--- config.mk ---
export PLATFORM = sky130hd
export DESIGN_NAME = array_frame_packer
export DESIGN_NICKNAME = d
export VERILOG_FILES = /design/src/rtl/array_frame_packer.sv
export SDC_FILE = /design/constraint.sdc
export NUM_CORES = 1
export LEC_CHECK = 0
export ABC_AREA = 1
export CAP_MARGIN = 10
export CORE_MARGIN = 4
export CORE_UTILIZATION = 46
export CTS_CLUSTER_DIAMETER = 120
export DETAILED_ROUTE_END_ITERATION = 12
export GPL_TIMING_DRIVEN = 0
export MAX_ROUTING_LAYER = met4
export PLACE_DENSITY_LB_ADDON = 0.2
export SYNTH_ARGS = -nofsm -noshare
export SYNTH_HDL_FRONTEND = slang
export SYNTH_SLANG_ARGS = --single-unit
--- constraint.sdc ---
create_clock -name clk -period 1.5 [get_ports clk]
set_clock_uncertainty 0.05 [all_clocks]
set_input_delay 0.3 -clock clk [delete_from_list [all_inputs] [get_ports clk]]
set_output_delay 0.3 -clock clk [all_outputs]
set_load 0.01 [all_outputs]
--- src/rtl/array_frame_packer.sv ---
// array_frame_packer
// Collects a serial stream of WIDTH-bit elements (valid/ready) into a
// ROWS x COLS frame, filled row-major, and presents the complete frame as a
// single packed word with its own valid/ready handshake.  A frame release and
// the first element of the next frame may share a cycle, so a continuous
// stream runs without bubbles.
module array_frame_packer #(
   parameter int WIDTH = 4,
   parameter int ROWS  = 3,
   parameter int COLS  = 2
) (
   input  logic                        clk,
   input  logic                        rst,
   input  logic [WIDTH-1:0]            in_data,
   input  logic                        in_valid,
   output logic                        in_ready,
   input  logic                        clear,
   output logic [ROWS*COLS*WIDTH-1:0]  out_data,
   output logic                        out_valid,
   input  logic                        out_ready
);

   localparam int N     = ROWS * COLS;
   localparam int ROW_W = (ROWS > 1) ? $clog2(ROWS) : 1;
   localparam int COL_W = (COLS > 1) ? $clog2(COLS) : 1;
   localparam int IDX_W = (N > 1) ? $clog2(N) : 1;

   localparam logic [ROW_W-1:0] ROW_LAST = ROW_W'(ROWS - 1);
   localparam logic [COL_W-1:0] COL_LAST = COL_W'(COLS - 1);

   localparam logic [0:0] ST_FILL = 1'b0;
   localparam logic [0:0] ST_HOLD = 1'b1;

   logic [0:0]       state;
   logic [ROW_W-1:0] row;
   logic [COL_W-1:0] col;
   logic [WIDTH-1:0] elem [N];

   logic             accept;
   logic             release_frame;
   logic             last_elem;
   logic [IDX_W-1:0] wr_idx;

   // Handshake decode and write address of the next element (row-major).
   always_comb begin
      in_ready      = !rst && ((state == ST_FILL) || out_ready);
      accept        = in_valid && in_ready;
      release_frame = (state == ST_HOLD) && out_ready;
      last_elem     = (row == ROW_LAST) && (col == COL_LAST);
      wr_idx        = IDX_W'(int'(row) * COLS + int'(col));
   end

   // FSM, fill counters and element storage.
   always_ff @(posedge clk) begin
      if (rst) begin
         state <= ST_FILL;
         row   <= '0;
         col   <= '0;
         // NOTE: the element array is reset on purpose: out_data must read
         // as zero after reset, so this is not a plain storage RAM.
         for (int i = 0; i < N; i++) elem[i] <= '0;
      end else if (clear && (state == ST_FILL)) begin
         // Abort the partial frame; the element offered this cycle is dropped.
         row <= '0;
         col <= '0;
      end else begin
         // NOTE: a later non-blocking assignment to state in this block wins,
         // so a release and a simultaneous frame completion resolve to HOLD.
         if (release_frame) state <= ST_FILL;
         if (accept) begin
            elem[wr_idx] <= in_data;
            if (last_elem) begin
               row   <= '0;
               col   <= '0;
               state <= ST_HOLD;
            end else if (col == COL_LAST) begin
               col <= '0;
               row <= row + 1'b1;
            end else begin
               col <= col + 1'b1;
            end
         end
      end
   end

   // Flatten the element array onto the output word; element (r,c) sits at
   // index r*COLS+c.  Only registered contents reach out_data.
   always_comb begin
      out_data = '0;
      for (int i = 0; i < N; i++) out_data[i*WIDTH +: WIDTH] = elem[i];
      out_valid = (state == ST_HOLD);
   end

endmodule

==> results.toml <==
[min_path]
hold_path_class = "input port to register"
hold_end = "out_valid"
hold_depth = 6
min_from = "out_ready"

[sta]
rsz_0062_raised_after_global_routing = "no"
layout_setup_ws_ps = 63.0
max_slew_headroom_pct = 80.7
final_critical_path_share_of_the_clock_period_pct = 95.8
hold_violations = 0
report.final.setup_viol = 0
count_of_pins_over_their_slew_limit = 0
finalWorstPathRequiredPeriod_ps = 1440
timing.fmax_mhz = 696
transition_time_of_the_tightest_slew_check_pin_ps = 289
final.setup.tns_ps = 0

[clock_tree]
cts.clk_slew.worst_paths_ps = 140
clock_sink_count = 28
cts.path.max_buffers = 2
numCtsBuffers = 3
h-tree-depth = 1
clkLatencyLatePin_ps = 330
clockRootBuffer = "sky130_fd_sc_hd__clkbuf_4"
clock_tree_from_tritoncts = "yes"

[synth]
most_used_flip_flop_cell_after_synthesis = "sky130_fd_sc_hd__edfxtp_1"
ys_types = 13
synth_enable_flop_cells = 24
yosys.area.top_type = "sky130_fd_sc_hd__edfxtp_1"
synth_commonest_cells = "sky130_fd_sc_hd__nor2_1, sky130_fd_sc_hd__edfxtp_1, sky130_fd_sc_hd__inv_1, sky130_fd_sc_hd__nand2_1, sky130_fd_sc_hd__nand3_4"
synth_cells = 103
synth.yosys.warnings = 0
asyncSetResetFlopFracSynth_pct = 0
syn-num-nets = 112
syn_area_um2 = 1190
synth.most_common_cell = "sky130_fd_sc_hd__nor2_1"
register_bit_count_reported_by_yosys = 28
yosys-top-cells-area = "sky130_fd_sc_hd__edfxtp_1, sky130_fd_sc_hd__nor2_1, sky130_fd_sc_hd__nand3_4"
ys_seq_area_share_pct = 67.5
synth_top_area_share_pct = 60.8
postSynthAreaPerCell_um2 = 11.5

[critical_path]
type_of_element_launching_the_critical_path = "input port"
cp.required_ps = 1520
path_class = "input port to register"
reg2reg_to = "elem[2][2]"
timing.critical_path.to_type = "register"
worstPathArrival_ps = 1450
worstPathCellList = "clkdlybuf4s50_1 > inv_4 > nand3_4 > nor2_8 > nand3_4 > nand2_4"
cpMostUsedCell = "sky130_fd_sc_hd__nand3_4"
critical-path-max-stage-delay_ps = 490
regToRegSetupSlack_ps = 150
r2r.worst_path.cells = 5
crit_path_top_delay_cell = "sky130_fd_sc_hd__clkdlybuf4s50_1"
cp_max_fo = 6
timing.rr.start = "out_valid"

[floorplanning]
core_area_um2 = 2480
fp-row-count = 18
initial_core_utilization_pct = 47.9
die_height_um = 58.8
fp.dieArea_um2 = 3460
num_io_pins = 35
die_x_um = 58.8

[global_route]
grt_max_degree = 16
global_route_wire_length_before_repair_mm = 3.51
grt-ovfl-total = 0
track_usage_pct = 14.1
grt_antenna_before_repair = 0
grt_pass1_vias = 768

[drt]
drt_pass1_iterations = 4
totalWireLength_mm = 2.18
routedWlPerCell_um = 12.5
remaining_drc_errors = 0
viasPerCell = 4.75
num_vias = 826
drt.antenna.violating_nets = 0
first_iter_violations = 21

[final_layout]
number_of_antenna_cells_inserted = 0
finalNonFillerCells = 174
final_layout_size_suffix_gt1_share_pct = 19.4
area.growth.synth_to_final_pct = 37.4
fill_cells = 220
finalNetCount = 154

[place]
port-buffer-count = 34
dp_hpwl_mm = 1.64
placed_cells = 167
globalplace.congestion = 0.796
dpl_worst_slack_ps = -462

[power_and_ir_drop]
power_density_cells_nw_per_um2 = 820
p_total_w = 0.00134
static-leakage-power_nw = 0.759
vdd.ir_drop.worst_mv = 0.707

[run]
drv_cap = 0

[run_status]
result_of_the_run = "finished clean"
[power breakdown]
group          switching [W]  internal [W]
Clock               0.000210     0.0000977
Sequential        0.00000727      0.000871
Combinational      0.0000876     0.0000640
[registers in the layout, summed over array words and instances, names as in the netlist]
name and count:
elem 24, row 2, col 1, out_valid 1
[cell type report]
type | count | area [um^2] | area share (%)
clock buffer | 3 | 22.5 | 1.38
multi-input combinational | 58 | 364 | 22.3
sequential | 28 | 803 | 49.3
inverter | 17 | 66.3 | 4.07
timing repair buffer | 37 | 333 | 20.4
clock inverter | 1 | 3.75 | 0.230
tap | 30 | 37.5 | 2.30
[metal layers]
layer,up-vias,GRT usage (%),wire length [um],share of wire (%)
met1,379,17.0,866,40
met4,0,6.80,48,2.2
met2,25,23.0,1120,51
met5,-,-,0,0
li1,417,-,-,-
met3,5,2.41,145,6.7
[critical path: cells and delay by family]
kind	cells	cell delay, ps
buf+inv	2	590
simple gates	4	560
[what timing repair did]
action,in CTS,in global routing
resized for setup,41,7
endpoints found under the setup margin,46,26
hold buffers,0,0
pin swaps,1,5
setup buffers,2,1
[per-stage QoR]
| step | hold slack, ps | utilization (%) | area, um^2 |
|---|---|---|---|
| after floorplan | 421 | - | 1190 |
| after global placement | 443 | 63.1 | 1560 |
| after detailed placement | 456 | 63.1 | 1560 |
| after CTS | 476 | 64.9 | 1610 |
| after global routing | 427 | 65.8 | 1630 |
| final | 401 | 65.8 | 1630 |
[logic make-up (layout without fill, tap and decap cells)]
family / Yosys count / after routing / synth area share (%)
AO/OA/AOI/OAI: 5 / 5 / 2.11
buffers and inverters: 17 / 58 / 5.38
flip-flops: 28 / 28 / 67.5
AND/OR/NAND/NOR: 53 / 53 / 25.0
[worst max path at each step]
stage,from,end,depth (start not counted)
2_1_floorplan,out_valid,elem[0][0],4
3_3_place_gp,rst,elem[3][1],6
3_5_place_dp,rst,elem[4][1],6
4_1_cts,out_ready,elem[0][2],7
5_1_grt,rst,elem[2][2],6
6_report,rst,elem[2][2],6
[placed cells by master (no fill, tap or decap), types with 2 or more instances in the layout]
cell type and count:
sky130_fd_sc_hd__clkbuf_4 3, sky130_fd_sc_hd__inv_1 15, sky130_fd_sc_hd__buf_4 2, sky130_fd_sc_hd__nand2_2 3
sky130_fd_sc_hd__dlygate4sd2_1 25, sky130_fd_sc_hd__nand3_4 5, sky130_fd_sc_hd__nand2_1 10, sky130_fd_sc_hd__clkdlybuf4s50_1 7
sky130_fd_sc_hd__edfxtp_1 24, sky130_fd_sc_hd__dfxtp_2 2, sky130_fd_sc_hd__nor2_2 3, sky130_fd_sc_hd__dfxtp_1 2
sky130_fd_sc_hd__a21oi_1 3, sky130_fd_sc_hd__nor2_1 25, sky130_fd_sc_hd__o21ai_0 2, sky130_fd_sc_hd__nand2_4 5
(Power assumes the default switching activity.)
